<file path="config.mk">
export PLATFORM = sky130hd
export DESIGN_NAME = uart_rx
export DESIGN_NICKNAME = d
export VERILOG_FILES = /design/src/rtl/uart_pkg.sv /design/src/rtl/uart_sync2.sv /design/src/rtl/uart_rx.sv
export SDC_FILE = /design/constraint.sdc
export NUM_CORES = 1
export LEC_CHECK = 0
export CAP_MARGIN = 20
export CORE_MARGIN = 4
export CORE_UTILIZATION = 48
export CTS_CLUSTER_DIAMETER = 100
export DETAILED_ROUTE_END_ITERATION = 6
export HOLD_SLACK_MARGIN = 0.03
export PLACE_DENSITY_LB_ADDON = 0.08
export SYNTH_ARGS = -nofsm -noshare
export SYNTH_HDL_FRONTEND = slang
export SYNTH_HIERARCHICAL = 1
export SYNTH_SLANG_ARGS = --single-unit
export TNS_END_PERCENT = 5
</file>
<file path="constraint.sdc">
create_clock -name clk_i -period 1.6 [get_ports clk_i]
set_input_delay 0.16 -clock clk_i [delete_from_list [all_inputs] [get_ports clk_i]]
set_output_delay 0.16 -clock clk_i [all_outputs]
set_load 0.02 [all_outputs]
</file>
<file path="src/rtl/uart_pkg.sv">
// Shared UART types and defaults for the receive and transmit sides.
package uart_pkg;

    localparam int UART_DEFAULT_CLKS_PER_BIT = 16;
    localparam int UART_DEFAULT_DATA_BITS    = 8;

    typedef enum logic [1:0] {
        RX_IDLE,
        RX_START,
        RX_DATA,
        RX_STOP
    } uart_rx_state_e;

    typedef enum logic [1:0] {
        TX_IDLE,
        TX_START,
        TX_DATA,
        TX_STOP
    } uart_tx_state_e;

endpackage

</file>
<file path="src/rtl/uart_sync2.sv">
// Two-flop synchroniser for an asynchronous single-bit input.
module uart_sync2 #(
    parameter logic RST_VAL = 1'b1
) (
    input  logic clk_i,
    input  logic reset_ni,
    input  logic d_i,
    output logic q_o
);

    logic meta_q;
    logic sync_q;

    always_ff @(posedge clk_i or negedge reset_ni) begin
        if (!reset_ni) begin
            meta_q <= RST_VAL;
            sync_q <= RST_VAL;
        end else begin
            meta_q <= d_i;
            sync_q <= meta_q;
        end
    end

    assign q_o = sync_q;

endmodule

</file>
<file path="src/rtl/uart_rx.sv">
// UART receiver: mid-bit sampling, LSB-first 8N1-style frames,
// valid/ready output with framing-error and overrun pulses.
module uart_rx
    import uart_pkg::*;
#(
    parameter int CLKS_PER_BIT = UART_DEFAULT_CLKS_PER_BIT,
    parameter int DATA_BITS    = UART_DEFAULT_DATA_BITS
) (
    input  logic                 clk_i,
    input  logic                 reset_ni,
    input  logic                 rx_i,
    output logic [DATA_BITS-1:0] data_o,
    output logic                 valid_o,
    input  logic                 ready_i,
    output logic                 frame_err_o,
    output logic                 overrun_o,
    output logic                 busy_o
);

    localparam int CW = $clog2(CLKS_PER_BIT);
    localparam int IW = $clog2(DATA_BITS);
    localparam logic [CW-1:0] CNT_HALF = CW'(CLKS_PER_BIT / 2 - 1);
    localparam logic [CW-1:0] CNT_FULL = CW'(CLKS_PER_BIT - 1);
    localparam logic [IW-1:0] IDX_LAST = IW'(DATA_BITS - 1);

    if (CLKS_PER_BIT < 4) begin : g_bad_cpb
        $error("uart_rx: CLKS_PER_BIT must be >= 4");
    end
    if (DATA_BITS < 5 || DATA_BITS > 9) begin : g_bad_db
        $error("uart_rx: DATA_BITS must be in 5..9");
    end

    logic                 rx_sync;
    logic                 rx_prev_q;
    logic                 fall;
    uart_rx_state_e       state_q;
    logic [CW-1:0]        cnt_q;
    logic [IW-1:0]        idx_q;
    logic [DATA_BITS-1:0] shift_q;
    logic [DATA_BITS-1:0] data_q;
    logic                 valid_q;
    logic                 fe_q;
    logic                 ov_q;

    uart_sync2 #(
        .RST_VAL(1'b1)
    ) u_sync (
        .clk_i   (clk_i),
        .reset_ni(reset_ni),
        .d_i     (rx_i),
        .q_o     (rx_sync)
    );

    // Only a 1->0 transition arms the receiver; a held-low line does not.
    assign fall = rx_prev_q & ~rx_sync;

    always_ff @(posedge clk_i or negedge reset_ni) begin
        if (!reset_ni) begin
            rx_prev_q <= 1'b1;
            state_q   <= RX_IDLE;
            cnt_q     <= '0;
            idx_q     <= '0;
            shift_q   <= '0;
            data_q    <= '0;
            valid_q   <= 1'b0;
            fe_q      <= 1'b0;
            ov_q      <= 1'b0;
        end else begin
            rx_prev_q <= rx_sync;
            fe_q      <= 1'b0;
            ov_q      <= 1'b0;
            if (valid_q && ready_i) begin
                valid_q <= 1'b0;
            end
            unique case (state_q)
                RX_IDLE: begin
                    cnt_q <= '0;
                    if (fall) begin
                        state_q <= RX_START;
                    end
                end
                RX_START: begin
                    if (cnt_q == CNT_HALF) begin
                        cnt_q <= '0;
                        if (!rx_sync) begin
                            state_q <= RX_DATA;
                            idx_q   <= '0;
                        end else begin
                            state_q <= RX_IDLE;
                        end
                    end else begin
                        cnt_q <= cnt_q + 1'b1;
                    end
                end
                RX_DATA: begin
                    if (cnt_q == CNT_FULL) begin
                        cnt_q   <= '0;
                        shift_q <= {rx_sync, shift_q[DATA_BITS-1:1]};
                        idx_q   <= idx_q + 1'b1;
                        if (idx_q == IDX_LAST) begin
                            state_q <= RX_STOP;
                        end
                    end else begin
                        cnt_q <= cnt_q + 1'b1;
                    end
                end
                RX_STOP: begin
                    // Leave at mid-stop so the next start edge is never missed.
                    if (cnt_q == CNT_FULL) begin
                        cnt_q   <= '0;
                        state_q <= RX_IDLE;
                        if (!rx_sync) begin
                            fe_q <= 1'b1;
                        end else if (!valid_q || ready_i) begin
                            data_q  <= shift_q;
                            valid_q <= 1'b1;
                        end else begin
                            ov_q <= 1'b1;
                        end
                    end else begin
                        cnt_q <= cnt_q + 1'b1;
                    end
                end
                default: state_q <= RX_IDLE;
            endcase
        end
    end

    assign data_o      = data_q;
    assign valid_o     = valid_q;
    assign frame_err_o = fe_q;
    assign overrun_o   = ov_q;
    assign busy_o      = (state_q != RX_IDLE);

endmodule

</file>
==> impl_metrics.sql, run 1 <==
INSERT INTO impl_metrics (metric_group, metric, value, unit) VALUES
('yosys', 'synth_enable_flop_cells', '0', ''),
('yosys', 'synthTopCellsByArea', 'sky130_fd_sc_hd__dfrtp_1 54%, sky130_fd_sc_hd__mux2_2 15%, sky130_fd_sc_hd__dfstp_2 6.1%', ''),
('clock_network', 'clkLatencyLatePin', '0.33', 'ns'),
('route', 'detail_route.vias_per_cell', '5.29', ''),
('floorplanning', 'ios', '16', ''),
('setup_path', 'startpoint_type', 'register', ''),
('global_routing', 'grt.overflow.total', '0', ''),
('floorplanning', 'dieWidth', '59.8', 'um'),
('yosys', 'synth-seq-area-share', '60.5', '%'),
('route', 'firstDrtPassIters', '4', ''),
('setup_path', 'worst_path_maximum_fanout', '8', ''),
('route', 'drt_iter0_drc', '17', ''),
('route', 'drt_wl_total', '2.40', 'mm'),
('yosys', 'synthMostInstantiatedCell', 'sky130_fd_sc_hd__dfrtp_1', ''),
('final_layout', 'layout.cells.non_filler', '159', ''),
('yosys', 'largest_family_of_logic_cells_by_synthesized_area', 'multiplexers', ''),
('placement', 'post_detailed_placement_half_perimeter_wirelength', '1.73', 'mm'),
('clock_network', 'cts_hold_buffers', '0', ''),
('timing', 'layout_min_cycle_time', '1.56', 'ns'),
('pwr', 'power_leakage', '0.000789', 'uW'),
('job', 'timing.max_cap.violations', '0', ''),
('yosys', 'synth_cells', '95', ''),
('timing', 'final_min_period_over_clock_period', '97.4', '%'),
('yosys', 'async_flop_share', '100', '%'),
('yosys', 'synthTopCellsByCount', '28 x sky130_fd_sc_hd__dfrtp_1, 17 x sky130_fd_sc_hd__mux2_2, 7 x sky130_fd_sc_hd__nand2_1', ''),
('global_routing', 'grt_first_pass_wirelength', '4.17', 'mm'),
('route', 'avgRoutedWirePerCell', '15.1', 'um'),
('clock_network', 'cts.htree.levels', '2', ''),
('timing', 'max_freq', '641', 'MHz'),
('final_layout', 'final_stage_net_count', '135', ''),
('final_layout', 'final_core_utilization', '66.0', '%'),
('setup_path', 'cp.required', '1.82', 'ns'),
('clock_network', 'cts_buffers', '5', ''),
('yosys', 'synthXorXnorAreaFrac', '1.36', '%'),
('placement', 'post-place-ws', '0.0161', 'ns'),
('timing', 'tns', '0', 'ns'),
('setup_path', 'worstRegToRegCells', '5', ''),
('yosys', 'synth_top_flop_cell', 'sky130_fd_sc_hd__dfrtp_1', ''),
('yosys', 'synthMuxAreaShare', '14.9', '%'),
('hold_path', 'hold_class', 'input pin to async pin', ''),
('status', 'status', 'finished clean', ''),
('floorplanning', 'die_h', '59.8', 'um'),
('floorplanning', 'initial_utilization', '51.1', '%'),
('yosys', 'syn_area', '1290', 'um2'),
('floorplanning', 'core_region_area', '2520', 'um2'),
('placement', 'gp_congestion', '0.751', ''),
('yosys', 'mappedNetlistNets', '102', ''),
('setup_path', 'worstPathArrival', '1.78', 'ns'),
('timing', 'setup_viol_count_final', '0', ''),
('route', 'drcViolationCount', '0', ''),
('yosys', 'synth_area_leader_cell', 'sky130_fd_sc_hd__dfrtp_1', ''),
('timing', 'slew_headroom', '74.1', '%'),
('global_routing', 'initial_antenna_violation_count', '0', ''),
('route', 'num_vias', '841', ''),
('timing', 'hold_violations', '0', ''),
('floorplanning', 'rows', '18', ''),
('final_layout', 'final_layout_size_suffix_gt1_share', '37.2', '%'),
('timing', 'hold_ws', '0.214', 'ns'),
('clock_network', 'ctsRootBufferMaster', 'sky130_fd_sc_hd__clkbuf_4', ''),
('setup_path', 'timing_worst_setup_path_type', 'register to register', ''),
('placement', 'place_inst', '151', ''),
('clock_network', 'path_clk_slew', '0.09', 'ns'),
('floorplanning', 'floorplan.die_area', '3580', 'um2'),
('clock_network', 'cts_tree', 'built', ''),
('final_layout', 'nFillCells', '201', ''),
('global_routing', 'gr-usage-all-layers', '16.3', '%'),
('yosys', 'synth_seq_cells', '31', ''),
('clock_network', 'cts_sinks', '31', ''),
('setup_path', 'end_kind', 'register', ''),
('clock_network', 'max-clock-path-buffers', '2', ''),
('yosys', 'yosys.cell_types.count', '29', '');
-- report_power, final --
group | total (uW) | internal (uW) | switching (uW)
Combinational | 555 | 291 | 264
Sequential | 936 | 865 | 71.2
Clock | 515 | 258 | 256
-- worst max-delay path, cell delays in order, from the launching register on --
cell                      delay (ns)
sky130_fd_sc_hd__dfrtp_1        0.41
sky130_fd_sc_hd__ha_4           0.15
sky130_fd_sc_hd__nand4_2        0.17
sky130_fd_sc_hd__nor3b_4        0.25
sky130_fd_sc_hd__buf_12         0.15
sky130_fd_sc_hd__mux2_2         0.33
-- sequential cells by signal, summed over array words and instances (netlist names), named ones only --
| register | count |
|---|---|
| state_q | 1 |
| overrun_o | 1 |
| valid_o | 1 |
| u_sync/meta_q | 1 |
| data_o | 8 |
| cnt_q | 4 |
| shift_q | 8 |
| u_sync/q_o | 1 |
| rx_prev_q | 1 |
| idx_q | 3 |
| frame_err_o | 1 |
-- routing by layer --
metal / part of all wire, % / track usage [%]
met1: 45 / 20.3
met2: 49 / 25.3
met3: 3.6 / 4.54
met4: 1.9 / 9.49
met5: 0 / 0
-- layout by cell type (no fill, tap or decap), types with 3 or more instances in the layout --
cell                              Yosys  final
sky130_fd_sc_hd__dfrtp_1             28     28
sky130_fd_sc_hd__mux2_2              17     17
sky130_fd_sc_hd__clkdlybuf4s50_1      0     14
sky130_fd_sc_hd__buf_4                0     14
sky130_fd_sc_hd__nand2_1              7      7
sky130_fd_sc_hd__clkbuf_4             0      5
sky130_fd_sc_hd__nor2_1               4      4
sky130_fd_sc_hd__a22o_1               3      3
sky130_fd_sc_hd__a31oi_1              3      3
sky130_fd_sc_hd__dfstp_2              3      3
-- through the flow --
stage | power, uW | cell area, um2
2_1_floorplan | 1270 | 1300
3_3_place_gp | 1480 | 1600
3_5_place_dp | 1500 | 1600
4_1_cts | 2030 | 1660
5_1_grt | 2140 | 1660
6_report | 2010 | 1660
-- path summary, 6_finish.rpt --
path	from	end	slack, ns
worst max-delay path	cnt_q[1]	data_o[2]	0.04
worst min-delay path	reset_ni	async pin	0.21
worst max register to register	cnt_q[1]	data_o[2]	0.04
worst min register to register	u_sync/meta_q	u_sync/q_o	0.35
max in group asynchronous	reset_ni	rx_prev_q	1.05
min in group clk_i	rx_i	u_sync/meta_q	0.24
-- timing repair --
action	CTS	global route
setup endpoints to repair	1	14
pin swaps	0	1
resized for setup	1	0
-- kinds of logic (layout without fill, tap and decap cells) --
logic type,Yosys count,count (layout)
DFF,31,31
and+or+nand+nor,23,23
muxes,17,17
AOI/OAI and AO/OA,13,13
buffers and inverters,6,40
adders and majority gates,3,3
xor gates and xnor gates,2,2
-- layout make-up --
type                            count  area, um2  area share, %
Multi-Input combinational cell     58        497           29.8
Tap cell                           30       37.5           2.26
Sequential cell                    31        779           46.8
Inverter                            2       7.51          0.451
Timing Repair Buffer               30        274           16.5
Clock buffer                        8       68.8           4.14
Note: power is estimated with default switching activity, not from simulation.
==> run 2: changes to the inputs <==
- CORE_MARGIN: 4 -> default
==> run 2 against run 1 <==
- combinational power shrank 3%
- global-route usage increased by 0.63 points
- cell area up 1.1%
- fmax increased by 1.5%
- critical path type unchanged
- final cell count stayed put
- critical path depth is the same
- non-clock buffer count stayed put
- first-iteration DRC count down 24%
- utilization up 1.3 points
- die area fell by 19%
==> impl_metrics.sql, run 2 (same netlist as run 1, synthesis figures left out) <==
INSERT INTO impl_metrics (metric_group, metric, value, unit) VALUES
('placement', 'post-place-ws', '-0.0268', 'ns'),
('global_routing', 'grt_first_pass_wirelength', '3.34', 'mm'),
('clock_network', 'cts.htree.levels', '2', ''),
('clock_network', 'clkLatencyLatePin', '0.32', 'ns'),
('route', 'drcViolationCount', '0', ''),
('pwr', 'ir_worst_vdd', '848', 'uV'),
('setup_path', 'rr_endpoint', 'data_o[4]', ''),
('final_layout', 'layout.cells.non_filler', '159', ''),
('final_layout', 'final_common_cell', 'sky130_fd_sc_hd__dfrtp_1', ''),
('floorplanning', 'ios', '16', ''),
('final_layout', 'diodes', '0', ''),
('global_routing', 'grt.overflow.total', '0', ''),
('pwr', 'power_per_cell_area', '1200', 'nW/um2'),
('status', 'status', 'finished clean', ''),
('setup_path', 'end_kind', 'register', ''),
('route', 'num_vias', '826', ''),
('pwr', 'power_frac_comb', '26.7', '%'),
('pwr', 'power_leakage', '0.000784', 'uW'),
('setup_path', 'setup.reg_to_reg.worst_slack', '0.06', 'ns'),
('setup_path', 'worstRegToRegCells', '5', ''),
('global_routing', 'grt_start_max_net_pins', '32', ''),
('route', 'avgRoutedWirePerCell', '12.7', 'um'),
('timing', 'tns', '0', 'ns'),
('timing', 'timing_worst_slew_pin_value', '0.365', 'ns'),
('placement', 'post_detailed_placement_half_perimeter_wirelength', '1.47', 'mm'),
('pwr', 'internal_power', '1430', 'uW'),
('timing', 'max_freq', '651', 'MHz'),
('route', 'detail_route.vias_per_cell', '5.19', ''),
('final_layout', 'multi_input_comb_area', '509', 'um2'),
('setup_path', 'worstSetupEndpoint', 'data_o[4]', ''),
('pwr', 'proportion_of_power_drawn_by_the_clock_network', '25.1', '%'),
('floorplanning', 'die_h', '53.8', 'um'),
('placement', 'place_inst', '150', ''),
('clock_network', 'ctsRootBufferMaster', 'sky130_fd_sc_hd__clkbuf_4', ''),
('pwr', 'power.total', '2010', 'uW'),
('clock_network', 'cts_buffers', '5', ''),
('pwr', 'power.share.sequential', '48.3', '%'),
('timing', 'slew_headroom', '75.7', '%'),
('job', 'timing.max_cap.violations', '0', ''),
('route', 'route.met2.wl', '946', 'um'),
('timing', 'final_critical_path_setup_slack', '0.0634', 'ns'),
('global_routing', 'initial_antenna_violation_count', '0', ''),
('timing', 'final_max_slew_viol_count', '0', ''),
('clock_network', 'cts_hold_buffers', '0', ''),
('timing', 'grt_setup_unrepaired', 'yes', ''),
('global_routing', 'gr-usage-all-layers', '16.9', '%'),
('setup_path', 'startpoint_type', 'register', ''),
('setup_path', 'worst_path_maximum_fanout', '8', ''),
('route', 'drt_wl_total', '2.02', 'mm'),
('setup_path', 'timing_worst_setup_path_type', 'register to register', ''),
('clock_network', 'cts_tree', 'built', ''),
('timing', 'setup_viol_count_final', '0', ''),
('placement', 'io_buffer_count', '15', ''),
('route', 'top_layer_used', 'met4', ''),
('placement', 'gp_congestion', '0.816', ''),
('final_layout', 'seqCellArea', '781', 'um2'),
('setup_path', 'worstPathArrival', '1.74', 'ns'),
('final_layout', 'final_stage_net_count', '135', ''),
('setup_path', 'worstReg2RegStart', 'cnt_q[1]', ''),
('floorplanning', 'floorplan.die_area', '2900', 'um2'),
('timing', 'timing.clock.skew', '0.0116', 'ns'),
('final_layout', 'final_layout_size_suffix_gt1_share', '38.8', '%'),
('route', 'drtAntennaViolNets', '0', ''),
('pwr', 'switching_power_of_the_nets', '587', 'uW'),
('clock_network', 'cts_sinks', '31', ''),
('floorplanning', 'dieWidth', '53.8', 'um'),
('floorplanning', 'core_region_area', '2500', 'um2'),
('route', 'wl_met3', '82', 'um'),
('floorplanning', 'initial_utilization', '51.6', '%'),
('hold_path', 'hold_class', 'input pin to async pin', ''),
('route', 'm1WireLength', '959', 'um'),
('final_layout', 'most-common-layout-cells', '27 x sky130_fd_sc_hd__dfrtp_1, 16 x sky130_fd_sc_hd__mux2_2, 14 x sky130_fd_sc_hd__clkdlybuf4s50_1, 14 x sky130_fd_sc_hd__buf_4, 7 x sky130_fd_sc_hd__nand2_1', ''),
('setup_path', 'cp.required', '1.80', 'ns'),
('floorplanning', 'rows', '18', ''),
('final_layout', 'final_core_utilization', '67.3', '%'),
('final_layout', 'area_growth', '30.5', '%'),
('route', 'drt_iter0_drc', '13', ''),
('timing', 'hold_violations', '0', ''),
('route', 'firstDrtPassIters', '4', ''),
('timing', 'layout_min_cycle_time', '1.54', 'ns'),
('final_layout', 'nFillCells', '185', ''),
('pwr', 'switching_share', '29.2', '%'),
('clock_network', 'max-clock-path-buffers', '2', ''),
('clock_network', 'path_clk_slew', '0.10', 'ns'),
('timing', 'final_min_period_over_clock_period', '96.0', '%'),
('setup_path', 'timing.critical_path.from', 'cnt_q[1]', ''),
('global_routing', 'grt_pass1_vias', '791', '');
## run 2: layer usage
layer	vias up	GRT usage (%)
met5	-	0
met4	0	9.21
met3	5	5.93
met2	16	24.5
met1	401	22.0
li1	404	-
## run 2: power by group through the flow
| stage | sequential, uW | clock, uW | combinational (uW) |
|---|---|---|---|
| global placement | 974 | 0 | 487 |
| floorplan | 951 | 0 | 315 |
| detailed placement | 977 | 0 | 509 |
| finish | 972 | 504 | 537 |
| global route | 984 | 574 | 599 |
| CTS | 965 | 523 | 510 |
## run 2: what timing repair did
action | 4_1_cts | 5_1_grt
buffers inserted | 0 | 1
gates resized for setup | 2 | 2
pin swaps | 1 | 1
setup endpoints to repair | 5 | 11
## run 2: area by class of cell
| class | count | area share [%] |
|---|---|---|
| flip-flops and latches | 31 | 46.4 |
| multi-input cells | 58 | 30.3 |
| repair buffers | 30 | 16.3 |
| clock buffers | 7 | 3.87 |
| well taps | 30 | 2.23 |
| clock inverters | 1 | 0.446 |
| inverters | 2 | 0.446 |
## run 2: worst min path at each step
| stage | end | startpoint | cells past startpoint | slack [ns] |
|---|---|---|---|---|
| after global routing | idx_q[2] | reset_ni | 2 | 0.23 |
| after CTS | idx_q[1] | reset_ni | 2 | 0.23 |
| after floorplan | async pin | reset_ni | 0 | -0.14 |
| after global placement | u_sync/q_o | u_sync/meta_q | 0 | 0.35 |
| after detailed placement | u_sync/q_o | u_sync/meta_q | 0 | 0.35 |
| final | shift_q[0] | reset_ni | 2 | 0.22 |
## run 2: worst max-delay path: stages (launching register included)
cell,delay (ns)
sky130_fd_sc_hd__dfrtp_1,0.40
sky130_fd_sc_hd__ha_4,0.16
sky130_fd_sc_hd__nand4_4,0.13
sky130_fd_sc_hd__nor3b_4,0.25
sky130_fd_sc_hd__buf_12,0.15
sky130_fd_sc_hd__mux2_2,0.32
## run 2: metrics by stage
stage	hold slack, ns	area [um2]
4_1_cts	0.227	1660
5_1_grt	0.232	1680
3_3_place_gp	0.347	1590
2_1_floorplan	-0.136	1300
6_report	0.218	1680
3_5_place_dp	0.349	1590
==> edit 1, RTL diff (flow settings as in run 2) <==
Reset style: synchronous (`reset_ni`), changed in 2 clocked blocks. Comments in the files are not updated.
--- a/src/rtl/uart_sync2.sv
+++ b/src/rtl/uart_sync2.sv
@@ -11,7 +11,7 @@
     logic meta_q;
     logic sync_q;
 
-    always_ff @(posedge clk_i or negedge reset_ni) begin
+    always_ff @(posedge clk_i) begin
         if (!reset_ni) begin
             meta_q <= RST_VAL;
             sync_q <= RST_VAL;
--- a/src/rtl/uart_rx.sv
+++ b/src/rtl/uart_rx.sv
@@ -54,7 +54,7 @@
     // Only a 1->0 transition arms the receiver; a held-low line does not.
     assign fall = rx_prev_q & ~rx_sync;
 
-    always_ff @(posedge clk_i or negedge reset_ni) begin
+    always_ff @(posedge clk_i) begin
         if (!reset_ni) begin
             rx_prev_q <= 1'b1;
             state_q   <= RX_IDLE;
Formal check against the unedited RTL: differs if reset_ni is asserted again (counterexample within 4 cycles, from zero or initial values and one cycle with reset_ni low); with reset_ni held inactive, the same outputs for 10 cycles.
==> edit 1 against run 2 <==
Core utilization is 5.4 points lower. Wire length grew 25%. Count of clock-buffer cells in the layout is 1 lower. Clock skew decreased by 0.0060 ns. Design area is 7.1% lower. Critical path depth unchanged. Sequential share of layout area decreased by 6.5 points. Sequential cell count unchanged. Area after synthesis is 0.68% higher. Setup slack gained 0.079 ns.
Power is not compared: it rests on default switching activity, and its combinational part moved more than twofold at a synthesized area within 25%.
==> edit 1: results (changes against run 2) <==
** Status
- Run status :: completed (unchanged)

** Pwr
- The analysis attributes to cell leakage a power of 0.5559 nW.
- Worst IR drop on VDD :: 0.7024 mV

** Critical path
- Critical Path Max Stage Delay :: 0.36 ns (was 0.40 ns)
- Kind of cell adding the most delay to the critical path :: simple AND/OR/NAND/NOR gates (was flip-flops)
- Highest fanout seen on the critical path :: 8 (unchanged)
- CP max stage cell :: dfxtp_1 (was dfrtp_1)
- Critical Path AT :: 1.72 ns (was 1.74 ns)

** Global route
- The overall global routing resource usage was 0.2053 (was 0.1695).
- First-pass GRT wire length :: 4071 µm (was 3339 µm)
- Pin count of the biggest net entering global routing :: 22 (was 32)
- Number of antenna violations at the first check in global routing :: 0 (unchanged)
- Via count of the first global-routing pass :: 919 (was 791)

** Drt
- The wire length per cell came to 13.11 µm (was 12.71 µm).
- The first-iteration detailed-routing DRC count is 18 (was 13).
- The number of iterations in the first detailed-routing pass came to 4 (unchanged).
- The total number of vias was 1,048 (was 826).

** Clock tree
- Clock latency reported for the late side of the worst-skew pair :: 0.33 ns
- The cell chosen for the clock root is clkbuf_4 (unchanged).
- After clock tree synthesis, the clock-pin slew on the worst setup and hold paths is 0.09 ns.
- The deepest clock path buffer count is 2 (unchanged).
- Post-CTS setup repair buffer count :: 0 (unchanged)
- The number of H-tree levels came to 2 (unchanged).
- Resized Gates After CTS :: 3 (was 2)
- Total CTS buffers :: 5 (unchanged)

** Timing
- The worst-case clock skew is 0.005613 ns (was 0.01165 ns).
- The relative slew slack was 0.7327 (was 0.7566).

** Placement
- Count of buffers from port buffering :: 15 (unchanged)
- Sum of net half-perimeters after detailed placement :: 1726 µm (was 1466 µm)
- Placer's final routability congestion estimate :: 0.8237 (was 0.8164)

** Finish
- The layout net count was 169 (was 135).
- ANT cells :: 0 (unchanged)
- Share of cells above drive strength 1 :: 0.1173 (was 0.3876)

** Yosys
- Synth top cells by count: 31 x dfxtp_1, 24 x nand2_1, 11 x nand3_1 (was 28 x dfrtp_1, 17 x mux2_2, 7 x nand2_1, 4 x nor2_1).
- The warning count from the yosys run was 6 (unchanged).
- The share of flip-flops with an asynchronous set or reset came to 0 (was 1.000).
- Sequential fraction of the synthesis area :: 0.4783 (was 0.6049)
- Number of nets in the synthesized netlist :: 150 (was 102)
- Most used flip-flop cell after synthesis :: dfxtp_1 (was dfrtp_1)
- The number of library cell types mapped by synthesis was 33 (was 29).
- Leading post-synthesis cells by cell area :: dfxtp_1 48%, mux2i_1 7.7%, nand2_1 6.9% (was dfrtp_1 54%, mux2_2 15%, dfstp_2 6.1%)

** Worst hold path
- Worst hold-check path type :: primary input to flip-flop (was primary input to async pin)
==> edit 1: cell types whose count changed after synthesis, moves of 10 or more <==
cell and delta:
nand3_1 +11, nand2_1 +17, dfrtp_1 -28, mux2i_1 +10
dfxtp_1 +31, mux2_2 -17
==> edit 1: path summary, 6_finish.rpt <==
kind | start | endpoint | slack (ns) | cells after the start
worst max-delay path | cnt_q[0] | data_o[4] | 0.14 | 5
worst min register to register | u_sync/meta_q | u_sync/q_o | 0.42 | 1
worst max register to register | cnt_q[0] | data_o[4] | 0.14 | 5
worst min-delay path | rx_i | u_sync/meta_q | 0.38 | 2
==> edit 1: power breakdown <==
part / total (mW) / switching (mW) / internal (mW)
clock: 0.467 / 0.264 / 0.203
sequential: 0.781 / 0.00455 / 0.777
combinational: 0.0420 / 0.0237 / 0.0182
total: 1.29 / 0.292 / 0.998
==> edit 1: layout make-up <==
class	count	area [µm²]
clock inverters	1	5.005
well taps	30	37.54
repair buffers	21	206.4
clock buffers	6	51.30
flip-flops and latches	31	623.1
fillers	243	960.9
inverters	3	11.26
multi-input cells	100	626.9
==> edit 1: layer usage <==
metal	wire, µm	vias to the layer above	share of wire	track usage
met5	0	-	0	0
met4	51	0	0.020	0.1154
met3	101	6	0.040	0.09322
met2	1118	20	0.44	0.3045
met1	1246	488	0.50	0.2432
li1	-	534	-	-
==> edit 1: logic make-up (layout without fill, tap and decap cells) <==
family                   Yosys count  count (layout)  share of synthesized area
AO/OA/AOI/OAI                     30              30                     0.1379
XOR/XNOR                           2               2                    0.01350
adder cells (fa/ha/maj)            3               3                    0.02893
buffers and inverters             12              31                    0.03857
flip-flops                        31              31                     0.4783
multiplexers                      10              10                    0.07715
AND/OR/NAND/NOR                   55              55                     0.2257
==> edit 1: per-stage QoR <==
step	worst slack, ns	std cells	area [µm²]	power [mW]	utilization
2_1_floorplan	0.1957	143	1297	0.8208	-
3_3_place_gp	0.1959	185	1504	0.8405	0.5962
3_5_place_dp	0.1468	185	1504	0.8413	0.5962
4_1_cts	0.1249	192	1562	1.300	0.6190
5_1_grt	0.04708	192	1562	1.336	0.6190
6_report	0.1425	192	1562	1.290	0.6190
==> edit 2, RTL diff (config.mk and constraints of run 2) <==
Without the edit above. `UART_DEFAULT_CLKS_PER_BIT`: 16 -> 8.
--- a/src/rtl/uart_pkg.sv
+++ b/src/rtl/uart_pkg.sv
@@ -1,7 +1,7 @@
 // Shared UART types and defaults for the receive and transmit sides.
 package uart_pkg;
 
-    localparam int UART_DEFAULT_CLKS_PER_BIT = 16;
+    localparam int UART_DEFAULT_CLKS_PER_BIT = 8;
     localparam int UART_DEFAULT_DATA_BITS    = 8;
 
     typedef enum logic [1:0] {
Formal check against the unedited RTL: not equivalent (a bounded check fails within 10 cycles, from zero or initial values and one cycle with reset_ni low).
==> edit 2 against run 2 <==
Total power down 7.4%. Sequential cell count shrank 1. Final cell count unchanged. Area after synthesis down 2.3%. Setup slack worse by 0.0068 ns. Wire length about the same. Combinational power decreased by 8.0%. Design area is 8.9% lower. Non-clock buffer count down 7. Critical path type is now flip-flop to primary output.
==> edit 2: results (changes against run 2) <==
** Yosys
- The synthesized area divided by synthesized cell count was 12.10 µm² (was 13.57 µm²).
- The fraction of synthesized area in multiplexers came to 0.08250 (was 0.1485).
- Sequential fraction of the synthesis area :: 0.5994 (was 0.6049)
- Leading post-synthesis cells by cell area: dfrtp_1 54%, nand2_1 7.2%, dfstp_2 6.3% (was dfrtp_1 54%, mux2_2 15%, dfstp_2 6.1%).
- XOR/XNOR share of the synthesized area :: 0.006958 (was 0.01359)
- Post-synthesis share of cell area spent on full adders, half adders and majority gates :: 0.04970 (was 0.02913)
- Synth cell types :: 31 (was 29)
- Synth top cells by count :: 27 x dfrtp_1, 24 x nand2_1, 7 x mux2_2, 5 x ha_1 (was 28 x dfrtp_1, 17 x mux2_2, 7 x nand2_1, 4 x nor2_1)
- Share of the synthesized area in compound gates (AO/OA/AOI/OAI) :: 0.06064 (was 0.07282)
- The synthesized netlist net count is 113 (was 102).

** Timing
- The maximum frequency from static timing analysis is 0.6479 GHz (was 0.6508 GHz).
- Normalized max-slew margin :: 0.7585 (was 0.7566)
- Count of final setup violators :: 0 (unchanged)

** Drt
- The wire length per cell was 12.72 µm (was 12.71 µm).
- Vias after detailed routing :: 844 (was 826)

** Critical path
- The slack of the worst reg-to-reg path is 0.09 ns (was 0.06 ns).
- The critical-path maximum fanout was 5 (was 8).
- Critical Path Max Stage Delay :: 0.43 ns (was 0.40 ns)
- Depth of the most critical reg-to-reg path :: 4 (was 5)

** Pwr
- Switching power :: 0.5762 mW (was 0.5872 mW)
- The highest ir drop seen on vdd came to 0.8668 mV (was 0.8479 mV).

** Finish
- The ratio of cells with drive above 1 in the final layout came to 0.2248 (was 0.3876).
- The layout net count is 137 (was 135).
- Number of filler instances in the final layout :: 209 (was 185)

** Global route
- First-pass GRT wire length :: 3484 µm (was 3339 µm)
- Global-route track usage on met2 :: 0.2604 (was 0.2449)
- Met3 track utilization from global routing :: 0.06322 (was 0.05932)
- The met1 layer usage reported by global route was 0.2222 (was 0.2202).
- Total Routing Usage GR :: 0.1850 (was 0.1695)
- The number of global-route vias before repair is 825 (was 791).
- The largest net degree at the start of global routing was 31 (was 32).

** Placement
- Sum of net half-perimeters after detailed placement :: 1440 µm (was 1466 µm)
- The placer congestion estimate was 0.7835 (was 0.8164).
- Count of placed standard cells including taps :: 151 (was 150)
- The post-place instance area was 0.001468 mm² (was 0.001589 mm²).

** Status
- Run status: completed (unchanged).

** Clock tree
- Clock edge transition at the registers on the reported setup and hold paths :: 0.09 ns
[edit 2: worst min-delay path by stage]
stage,startpoint,end,slack [ns],depth (start not counted)
after floorplan,reset_ni,async pin,-0.14,0
after global placement,u_sync/meta_q,u_sync/q_o,0.35,0
after detailed placement,u_sync/meta_q,u_sync/q_o,0.35,0
after CTS,reset_ni,data_o[2],0.21,2
after global routing,rx_i,u_sync/meta_q,0.23,1
final,reset_ni,state_q[0],0.20,2
[edit 2: logic make-up after synthesis]
family / after synthesis
adders and majority gates: 5
xor gates and xnor gates: 1
AOI/OAI and AO/OA: 11
and+or+nand+nor: 40
buffers and inverters: 8
DFF: 30
muxes: 9
[edit 2: final cells by class]
type / count / area, µm² / share of cell area
Timing Repair Buffer: 23 / 209.0 / 0.1363
Multi-Input combinational cell: 66 / 464.2 / 0.3029
Tap cell: 30 / 37.54 / 0.02449
Clock inverter: 1 / 5.005 / 0.003265
Sequential cell: 30 / 754.5 / 0.4922
Clock buffer: 7 / 55.05 / 0.03592
Inverter: 2 / 7.507 / 0.004898
[edit 2: power groups by stage]
stage | Combinational [mW] | Clock (mW) | Sequential [mW]
final | 0.494 | 0.462 | 0.909
after floorplan | 0.336 | 0 | 0.922
after detailed placement | 0.492 | 0 | 0.920
after CTS | 0.490 | 0.479 | 0.907
after global routing | 0.549 | 0.515 | 0.923
after global placement | 0.482 | 0 | 0.920
[edit 2: timing repair]
action                                  4_1_cts  5_1_grt
pin swaps                                     0        0
endpoints found under the setup margin        1        1
gates resized for setup                       1        1
hold buffers                                  0        0
hold endpoints to repair                      0        0
[edit 2: metal layers]
| metal | vias to the layer above | share of wire |
|---|---|---|
| met5 | - | 0 |
| met4 | 0 | 0.039 |
| met1 | 408 | 0.46 |
| met2 | 18 | 0.47 |
| met3 | 9 | 0.034 |
| li1 | 409 | - |
